<file path="config.mk">
export PLATFORM = sky130hd
export DESIGN_NAME = rgmii_tx_sched
export DESIGN_NICKNAME = d
export VERILOG_FILES = /design/src/rtl/rgmii_pkg.sv /design/src/rtl/rr_arbiter.sv /design/src/rtl/rgmii_tx_sched.sv
export SDC_FILE = /design/constraint.sdc
export NUM_CORES = 1
export LEC_CHECK = 0
export BUFFER_PORTS_ARGS = -buffer_cell sky130_fd_sc_hd__buf_2
export CORE_MARGIN = 4
export CORE_UTILIZATION = 45
export CTS_CLUSTER_SIZE = 24
export DETAILED_ROUTE_END_ITERATION = 10
export PLACE_DENSITY = 0.75
export SLEW_MARGIN = 30
export SYNTH_ARGS = -nofsm -noshare
export SYNTH_HDL_FRONTEND = slang
export SYNTH_SLANG_ARGS = --single-unit
</file>
<file path="constraint.sdc">
create_clock -name clk_i -period 3.9 [get_ports clk_i]
set_clock_uncertainty 0.15 [all_clocks]
set_input_delay 0.585 -clock clk_i [delete_from_list [all_inputs] [get_ports clk_i]]
set_output_delay 0.585 -clock clk_i [all_outputs]
set_load 0.005 [all_outputs]
</file>
<file path="src/rtl/rgmii_pkg.sv">
// Shared types for the RGMII/UDP TX source scheduler: FSM states, header request
// fields and the default inter-frame gap.
package rgmii_pkg;

  typedef enum logic [2:0] {
    ST_IDLE,
    ST_HDR,
    ST_DATA,
    ST_PAD,
    ST_DROP,
    ST_GAP
  } state_t;

  localparam int IFG_DEFAULT = 12;

  typedef struct packed {
    logic [15:0] port;
    logic [15:0] len;
  } hdr_t;

  // Index of the (single) set bit of a one-hot vector of up to 8 sources.
  function automatic logic [2:0] oh2idx(input logic [7:0] oh);
    logic [2:0] r;
    r = '0;
    for (int i = 0; i < 8; i++) begin
      if (oh[i]) r = 3'(i);
    end
    return r;
  endfunction

endpackage

</file>
<file path="src/rtl/rr_arbiter.sv">
// Round-robin arbiter: the search starts at the source after the last one
// committed through upd_en_i; after reset source 0 has highest priority.
module rr_arbiter
  import rgmii_pkg::*;
#(
  parameter int N = 4
) (
  input  logic         clk_i,
  input  logic         arstn_i,
  input  logic         soft_rst_i,
  input  logic [N-1:0] req_i,
  input  logic         upd_en_i,
  input  logic [N-1:0] upd_gnt_i,
  output logic [N-1:0] gnt_o
);

  localparam int IW = (N > 1) ? $clog2(N) : 1;

  logic [IW-1:0] start_q;
  logic [IW-1:0] upd_idx;
  logic [IW-1:0] idx;
  logic          found;

  assign upd_idx = IW'(oh2idx(8'(upd_gnt_i)));

  always_comb begin
    gnt_o = '0;
    found = 1'b0;
    idx   = '0;
    for (int i = 0; i < N; i++) begin
      idx = IW'((int'(start_q) + i) % N);
      if (!found && req_i[idx]) begin
        gnt_o[idx] = 1'b1;
        found      = 1'b1;
      end
    end
  end

  always_ff @(posedge clk_i or negedge arstn_i) begin
    if (!arstn_i) begin
      start_q <= '0;
    end else if (soft_rst_i) begin
      start_q <= '0;
    end else if (upd_en_i) begin
      start_q <= (upd_idx == IW'(N - 1)) ? '0 : upd_idx + IW'(1);
    end
  end

endmodule

</file>
<file path="src/rtl/rgmii_tx_sched.sv">
// Schedules N_SRC byte sources onto one UDP TX payload stream: round-robin grant,
// header request, exact-length framing with zero pad / truncation, and an IFG.
module rgmii_tx_sched
  import rgmii_pkg::*;
#(
  parameter int N_SRC      = 4,
  parameter int IFG_CYCLES = IFG_DEFAULT
) (
  input  logic                   clk_i,
  input  logic                   arstn_i,
  input  logic                   soft_rst_i,
  input  logic [15:0]            payload_bytes_i,
  input  logic [N_SRC-1:0][15:0] src_port_i,
  input  logic [N_SRC-1:0][7:0]  s_tdata_i,
  input  logic [N_SRC-1:0]       s_tvalid_i,
  input  logic [N_SRC-1:0]       s_tlast_i,
  output logic [N_SRC-1:0]       s_tready_o,
  output logic                   hdr_valid_o,
  input  logic                   hdr_ready_i,
  output logic [15:0]            hdr_port_o,
  output logic [15:0]            hdr_len_o,
  output logic [7:0]             m_tdata_o,
  output logic                   m_tvalid_o,
  output logic                   m_tlast_o,
  input  logic                   m_tready_i,
  output logic [N_SRC-1:0]       grant_o,
  output logic                   pad_evt_o,
  output logic                   trunc_evt_o,
  output logic                   busy_o,
  output state_t                 dbg_state_o
);

  // Handshakes: a transfer happens on a rising edge where valid and ready are both
  // high; valid never drops and data never changes while valid waits for ready.

  localparam int IW = (N_SRC > 1) ? $clog2(N_SRC) : 1;

  state_t           state_q, state_n;
  hdr_t             hdr_q, hdr_n;
  logic [15:0]      cnt_q, cnt_n;
  logic [N_SRC-1:0] grant_q, grant_n;
  logic [IW-1:0]    gidx_q, gidx_n;
  logic [N_SRC-1:0] arb_gnt;
  logic             arb_upd;
  logic             last_beat;

  rr_arbiter #(.N(N_SRC)) u_arb (
    .clk_i      (clk_i),
    .arstn_i    (arstn_i),
    .soft_rst_i (soft_rst_i),
    .req_i      (s_tvalid_i),
    .upd_en_i   (arb_upd),
    .upd_gnt_i  (grant_q),
    .gnt_o      (arb_gnt)
  );

  assign last_beat   = (cnt_q == hdr_q.len - 16'd1);
  assign arb_upd     = (state_q != ST_GAP) && (state_n == ST_GAP);
  assign hdr_port_o  = hdr_q.port;
  assign hdr_len_o   = hdr_q.len;
  assign grant_o     = (state_q == ST_IDLE) ? '0 : grant_q;
  assign busy_o      = (state_q != ST_IDLE);
  assign dbg_state_o = state_q;

  always_comb begin
    state_n     = state_q;
    hdr_n       = hdr_q;
    cnt_n       = cnt_q;
    grant_n     = grant_q;
    gidx_n      = gidx_q;
    s_tready_o  = '0;
    hdr_valid_o = 1'b0;
    m_tdata_o   = '0;
    m_tvalid_o  = 1'b0;
    m_tlast_o   = 1'b0;
    pad_evt_o   = 1'b0;
    trunc_evt_o = 1'b0;
    case (state_q)
      ST_IDLE: begin
        if (|s_tvalid_i && payload_bytes_i != 16'd0) begin
          grant_n    = arb_gnt;
          gidx_n     = IW'(oh2idx(8'(arb_gnt)));
          hdr_n.port = src_port_i[gidx_n];
          hdr_n.len  = payload_bytes_i;
          cnt_n      = '0;
          state_n    = ST_HDR;
        end
      end
      ST_HDR: begin
        hdr_valid_o = 1'b1;
        if (hdr_ready_i) begin
          cnt_n   = '0;
          state_n = ST_DATA;
        end
      end
      ST_DATA: begin
        m_tdata_o          = s_tdata_i[gidx_q];
        m_tvalid_o         = s_tvalid_i[gidx_q];
        m_tlast_o          = s_tvalid_i[gidx_q] & last_beat;
        s_tready_o[gidx_q] = m_tready_i;
        if (s_tvalid_i[gidx_q] && m_tready_i) begin
          if (last_beat) begin
            cnt_n = '0;
            if (s_tlast_i[gidx_q]) begin
              state_n = ST_GAP;
            end else begin
              trunc_evt_o = 1'b1;
              state_n     = ST_DROP;
            end
          end else begin
            cnt_n = cnt_q + 16'd1;
            if (s_tlast_i[gidx_q]) begin
              pad_evt_o = 1'b1;
              state_n   = ST_PAD;
            end
          end
        end
      end
      ST_PAD: begin
        m_tvalid_o = 1'b1;
        m_tlast_o  = last_beat;
        if (m_tready_i) begin
          if (last_beat) begin
            cnt_n   = '0;
            state_n = ST_GAP;
          end else begin
            cnt_n = cnt_q + 16'd1;
          end
        end
      end
      ST_DROP: begin
        // Source is drained so it can start its next packet cleanly.
        s_tready_o[gidx_q] = 1'b1;
        if (s_tvalid_i[gidx_q] && s_tlast_i[gidx_q]) begin
          cnt_n   = '0;
          state_n = ST_GAP;
        end
      end
      ST_GAP: begin
        if (cnt_q == 16'(IFG_CYCLES - 1)) begin
          cnt_n   = '0;
          state_n = ST_IDLE;
        end else begin
          cnt_n = cnt_q + 16'd1;
        end
      end
      default: state_n = ST_IDLE;
    endcase
  end

  always_ff @(posedge clk_i or negedge arstn_i) begin
    if (!arstn_i) begin
      state_q <= ST_IDLE;
      hdr_q   <= '0;
      cnt_q   <= '0;
      grant_q <= '0;
      gidx_q  <= '0;
    end else if (soft_rst_i) begin
      state_q <= ST_IDLE;
      hdr_q   <= '0;
      cnt_q   <= '0;
      grant_q <= '0;
      gidx_q  <= '0;
    end else begin
      state_q <= state_n;
      hdr_q   <= hdr_n;
      cnt_q   <= cnt_n;
      grant_q <= grant_n;
      gidx_q  <= gidx_n;
    end
  end

endmodule

</file>
==> flow_summary.yaml, run 1 <==
final_layout:
  layout_commonest_cell: "buf_2"
  diodes: 0
  fillers: 844
  final_cell_mix: "buf_2, nor2_1, dfrtp_1"
  drive_above_1_share_pct: 35.5
  final_cell_count_no_fill: 819
  final_area_um2: 5670
  syn2layout_area_growth_pct: 27.8
  final_nets: 819
grt:
  track_usage_pct: 25.6
  grt_overflow: 0
  met3_usage_pct: 4.56
  top_usage_layer: "met2"
  grt_max_degree: 34
  use_met1_pct: 33.4
  met2_usage_pct: 42.2
  grt_pass1_vias: 4771
  grt_pass1_wl_mm: 23.7
  antenna_found_initial: 0
critical_path:
  cp-start-kind: "register"
  crit_buf_inv: 1
  crit_path_max_fanout: 6
  r2r-start: "u_arb.start_q[0]$_DFFE_PN0P_"
  crit_arrival_ps: 3030
  r2r_slack_ps: 310
  timing.rr.end: "hdr_port_o[1]$_DFFE_PN0P_"
  max_stage_delay_ps: 550
  critPathKind: "register to primary output"
  startpoint: "hdr_len_o[2]$_DFFE_PN0P_"
  required_ps: 3160
  critPathMostFrequentCell: "or3_1"
  crit_chain: "or4_4, or3_1, or3_1, mux2i_1, and4bb_1, and3_4, nor4b_2, buf_2"
  cp_top_family: "simple AND/OR/NAND/NOR gates"
  reg2reg_depth: 9
  crit_path_top_delay_cell: "or4_4"
  crit_path_end_kind: "primary output"
synth:
  synth_area_leader_cell: "dfrtp_1"
  synthCells: 517
  synthArstFlopShare_pct: 100
  seq_area_frac_synth_pct: 33.3
  yosys_register_bits: 59
  ys_types: 61
  synth_top_area_share_pct: 33.3
  syn_area_per_cell_um2: 8.59
  synth-main-ff-cell: "dfrtp_1"
  syn-num-nets: 650
  yosys_warnings: 0
  synth_edf_count: 0
  synth_area_leaders: "dfrtp_1, mux4_2, nor2_1, a21oi_1, nand2_1"
  synth_area_um2: 4440
timing:
  setup_viol: 0
  slew-limit-headroom_pct: 48.8
  grt_setup_unrepaired: "false"
  slew_viol_final: 0
  worstMarginPinSlew_ps: 769
  fmax_ghz: 0.266
  tns_ps: 0
  final.period_utilization_pct: 96.5
  finalHoldViolations: 0
  fin_hold_ws_ps: 164
  setup_slack_ps: 135
  post-route-min-period_ps: 3770
cts:
  cts.clk_slew.worst_paths_ps: 70
  htreeDepth: 3
  postCtsHoldBufs: 0
  cts_tree: "yes"
  root_buffer: "clkbuf_8"
  worstSkewPairLatency_ps: 340
  ctsLongestPathBuffers: 2
  cts_buffers: 9
  clock_sinks: 59
routing:
  viasPerCell: 5.73
  wirelength_mm: 14.5
  detail-route-antenna-nets: 0
  post_drt_wl_per_cell_um: 17.7
  dr.first_iter.drc_count: 294
  firstDrtPassIters: 7
  drc_errors: 0
  num_vias: 4691
power_and_ir_drop:
  power_density_nw_per_um2: 331
  vdd_drop_max_mv: 0.183
  leakage_nw: 2.72
job:
  cap_violations: 0
placement:
  place_ws_ps: 286
  placed_area_um2: 5400
  hpwl_mm: 11.1
  gp_congestion: 0.935
  io_buffers: 181
  dp.cells: 795
floorplanning:
  core_um2: 9420
  num_rows: 35
  die-area_um2: 11500
  die_x_um: 107
  start_util_pct: 47.1
  dieHeight_um: 107
  ioPinCount: 182
min_path:
  hp-class: "input pin to asynchronous set/reset pin"
status:
  status: "finished clean"
report_power, final:
group / total, mW / internal [mW] / switching, mW
logic: 0.615 / 0.292 / 0.323
clock network: 0.523 / 0.277 / 0.245
registers: 0.739 / 0.665 / 0.0732
per-stage QoR:
stage / power [mW] / util [%]
5_1_grt: 1.99 / 60.2
2_1_floorplan: 1.10 / -
3_5_place_dp: 1.34 / 57.4
4_1_cts: 1.87 / 59.5
6_report: 1.88 / 60.2
3_3_place_gp: 1.32 / 57.4
worst max path at each step:
stage	end	slack, ps	cells past startpoint
2_1_floorplan	pad_evt_o	480	11
3_3_place_gp	pad_evt_o	370	8
3_5_place_dp	pad_evt_o	290	8
4_1_cts	pad_evt_o	6	8
5_1_grt	hdr_port_o[1]$_DFFE_PN0P_	20	9
6_report	pad_evt_o	130	8
synthesized netlist by cell type (all sizes together), types with 2 or more instances:
cell type / n
a211oi: 3
a21o: 3
a21oi: 44
a221oi: 2
a22o: 5
a31oi: 3
and2: 7
and3: 6
buf: 10
clkbuf: 29
dfrtp: 59
ha: 8
inv: 14
mux2i: 19
mux4: 14
nand2: 52
nand2b: 2
nand3: 7
nand4: 5
nor2: 68
nor2b: 19
nor3: 16
nor3b: 4
nor4: 15
nor4b: 2
o211a: 2
o211ai: 2
o21ai: 9
o21bai: 4
o221ai: 18
o31ai: 5
or2: 6
or3: 6
or4: 3
xnor2: 22
xor2: 8
registers in the layout, summed over array words and instances, names as in the netlist:
register / flops
gidx_q: 2
hdr_port_o: 16
grant_q: 4
dbg_state_o: 3
u_arb.start_q: 2
hdr_len_o: 16
cnt_q: 16
worst reg2reg max path, delay by kind of cell (launching register included):
| kind | cells | cell delay [ps] |
|---|---|---|
| buffers and inverters | 1 | 180 |
| AOI/OAI and AO/OA | 4 | 990 |
| and+or+nand+nor | 2 | 780 |
| adders and majority gates | 1 | 360 |
| DFF | 1 | 550 |
| muxes | 1 | 500 |
kinds of logic (layout without fill, tap and decap cells):
group / Yosys count / in the layout / synth area share [%]
xor gates and xnor gates: 30 / 30 / 5.92
DFF: 59 / 59 / 33.3
muxes: 33 / 33 / 11.4
adders and majority gates: 8 / 8 / 2.25
buffers and inverters: 53 / 226 / 4.85
and+or+nand+nor: 223 / 223 / 25.3
AOI/OAI and AO/OA: 111 / 111 / 17.0
final cells by class:
| class | instances | area [µm²] | area share (%) |
|---|---|---|---|
| clock buffers | 13 | 169 | 2.98 |
| clock inverters | 2 | 10.0 | 0.176 |
| inverters | 14 | 52.6 | 0.927 |
| multi-input cells | 405 | 2770 | 48.9 |
| flip-flops and latches | 59 | 1480 | 26.1 |
| well taps | 129 | 161 | 2.85 |
| repair buffers | 197 | 1030 | 18.1 |
metal layers:
| metal | share of wire, % | routed length (µm) | up-vias |
|---|---|---|---|
| li1 | - | - | 2209 |
| met1 | 41 | 5940 | 2245 |
| met2 | 50 | 7220 | 205 |
| met3 | 6.7 | 979 | 32 |
| met4 | 2.6 | 370 | 0 |
| met5 | 0 | 0 | - |
what timing repair did:
action                     in CTS  in global routing
setup endpoints to repair       1                  1
buffers inserted                2                  7
pin swaps                       1                  3
resized for setup               4                  4
(Power assumes the default switching activity.)
==> inputs of run 2 (changes only) <==
--- a/config.mk
+++ b/config.mk
@@ -11,6 +11,7 @@
 export CTS_CLUSTER_SIZE = 24
 export DETAILED_ROUTE_END_ITERATION = 10
 export PLACE_DENSITY = 0.75
+export RECOVER_POWER = 50
 export SLEW_MARGIN = 30
 export SYNTH_ARGS = -nofsm -noshare
 export SYNTH_HDL_FRONTEND = slang
==> flow_summary.yaml, run 2 (same netlist as run 1, synthesis figures left out) <==
timing:
  setup_slack_ps: 133
  tns_ps: 0
  fmax_ghz: 0.265
  worstMarginPinSlew_ps: 1830
  slew_viol_final: 34
  slew-limit-headroom_pct: -22.1
  final.period_utilization_pct: 96.6
  post-route-min-period_ps: 3770
  finalHoldViolations: 0
  setup_viol: 0
  grt_setup_unrepaired: "false"
  fin_hold_ws_ps: 322
cts:
  worstSkewPairLatency_ps: 340
  ctsLongestPathBuffers: 2
  postCtsHoldBufs: 0
  root_buffer: "clkbuf_8"
  cts_buffers: 9
  clock_sinks: 59
  htreeDepth: 3
  cts_tree: "yes"
  cts.clk_slew.worst_paths_ps: 70
floorplanning:
  num_rows: 35
  start_util_pct: 47.1
  core_um2: 9420
  ioPinCount: 182
  die-area_um2: 11500
  dieHeight_um: 107
  die_x_um: 107
final_layout:
  layout_commonest_cell: "buf_2"
  syn2layout_area_growth_pct: 27.0
  fillers: 854
  final_cell_mix: "buf_2, nor2_1, dfrtp_1"
  final_area_um2: 5640
  diodes: 0
  final_nets: 819
  drive_above_1_share_pct: 31.7
routing:
  detail-route-antenna-nets: 0
  wl_met1_mm: 5.97
  met2_length_mm: 7.22
  wirelength_mm: 14.5
  wl_met3_um: 990
  dr.first_iter.drc_count: 336
  post_drt_wl_per_cell_um: 17.8
  maxUsedRoutingLayer: "met4"
  firstDrtPassIters: 5
  viasPerCell: 5.75
  drc_errors: 0
  num_vias: 4712
power_and_ir_drop:
  power_density_nw_per_um2: 332
  swShare_pct: 34.5
  p_sw_mw: 0.644
  power_frac_clock_pct: 28.1
  p_seq_share_pct: 39.5
  vdd_drop_max_mv: 0.181
  p_comb_share_pct: 32.4
  intPower_mw: 1.23
  leakage_nw: 2.63
placement:
  io_buffers: 181
  hpwl_mm: 11.1
  place_ws_ps: 286
  placed_area_um2: 5400
  gp_congestion: 0.935
critical_path:
  crit_path_max_fanout: 6
  reg2reg_depth: 9
  crit_arrival_ps: 3030
  required_ps: 3160
  crit_path_end_kind: "primary output"
  cp-start-kind: "register"
  critPathKind: "register to primary output"
grt:
  grt_pass1_vias: 4771
  track_usage_pct: 25.6
  grt_pass1_wl_mm: 23.7
  grt_overflow: 0
  grt_max_degree: 34
  antenna_found_initial: 0
job:
  cap_violations: 1
status:
  violations: "max-capacitance violations, max-slew violations"
  status: "finished with violations"
min_path:
  hold_depth: 2
  hp-class: "input pin to register"
run 2: through the flow:
step / power, mW / cells / utilization [%]
6_report: 1.87 / 819 / 59.9
5_1_grt: 1.98 / 819 / 59.9
4_1_cts: 1.87 / 812 / 59.5
3_5_place_dp: 1.34 / 795 / 57.4
3_3_place_gp: 1.32 / 795 / 57.4
2_1_floorplan: 1.10 / 517 / -
run 2: final cells by class:
cell class	instances	area (µm²)	area share, %
Tap cell	129	161	2.86
Timing Repair Buffer	197	992	17.6
Multi-Input combinational cell	405	2770	49.2
Clock buffer	13	169	3.00
Clock inverter	2	10.0	0.178
Sequential cell	59	1480	26.2
Inverter	14	52.6	0.932
run 2: worst max-delay path, cell delays in order (launching register included):
cell	delay [ps]
dfrtp_2	440
or4_4	550
or3_1	380
or3_1	340
mux2i_1	170
and4bb_1	250
and3_4	210
nor4b_2	190
buf_2	150
run 2: power groups by stage:
stage | clock [mW] | sequential, mW | combinational [mW]
2_1_floorplan | 0 | 0.722 | 0.380
3_3_place_gp | 0 | 0.746 | 0.572
3_5_place_dp | 0 | 0.749 | 0.587
4_1_cts | 0.533 | 0.739 | 0.596
5_1_grt | 0.561 | 0.750 | 0.672
6_report | 0.526 | 0.739 | 0.606
run 2: path summary, 6_finish.rpt:
kind,from,to,slack (ps)
min in group asynchronous,arstn_i,cnt_q[6]$_DFFE_PN0P_,580
setup reg to reg,u_arb.start_q[0]$_DFFE_PN0P_,hdr_port_o[1]$_DFFE_PN0P_,300
max in group asynchronous,arstn_i,hdr_len_o[4]$_DFFE_PN0P_,800
setup / recovery,hdr_len_o[2]$_DFFE_PN0P_,pad_evt_o,130
hold / removal,m_tready_i,dbg_state_o[1]$_DFF_PN0_,320
hold reg to reg,cnt_q[0]$_DFFE_PN0P_,cnt_q[0]$_DFFE_PN0P_,430
run 2: metal layers:
layer | GRT usage, % | vias to the layer above
li1 | - | 2208
met1 | 33.4 | 2260
met2 | 42.2 | 213
met3 | 4.56 | 31
met4 | 9.95 | 0
met5 | 0 | -
run 2: timing repair:
| action | in CTS | in global routing |
|---|---|---|
| gates resized for setup | 4 | 4 |
| setup endpoints to repair | 1 | 1 |
| endpoints found under the hold margin | 0 | 0 |
| pin swaps | 1 | 3 |
| buffers inserted | 2 | 7 |
| cloned | 0 | 0 |
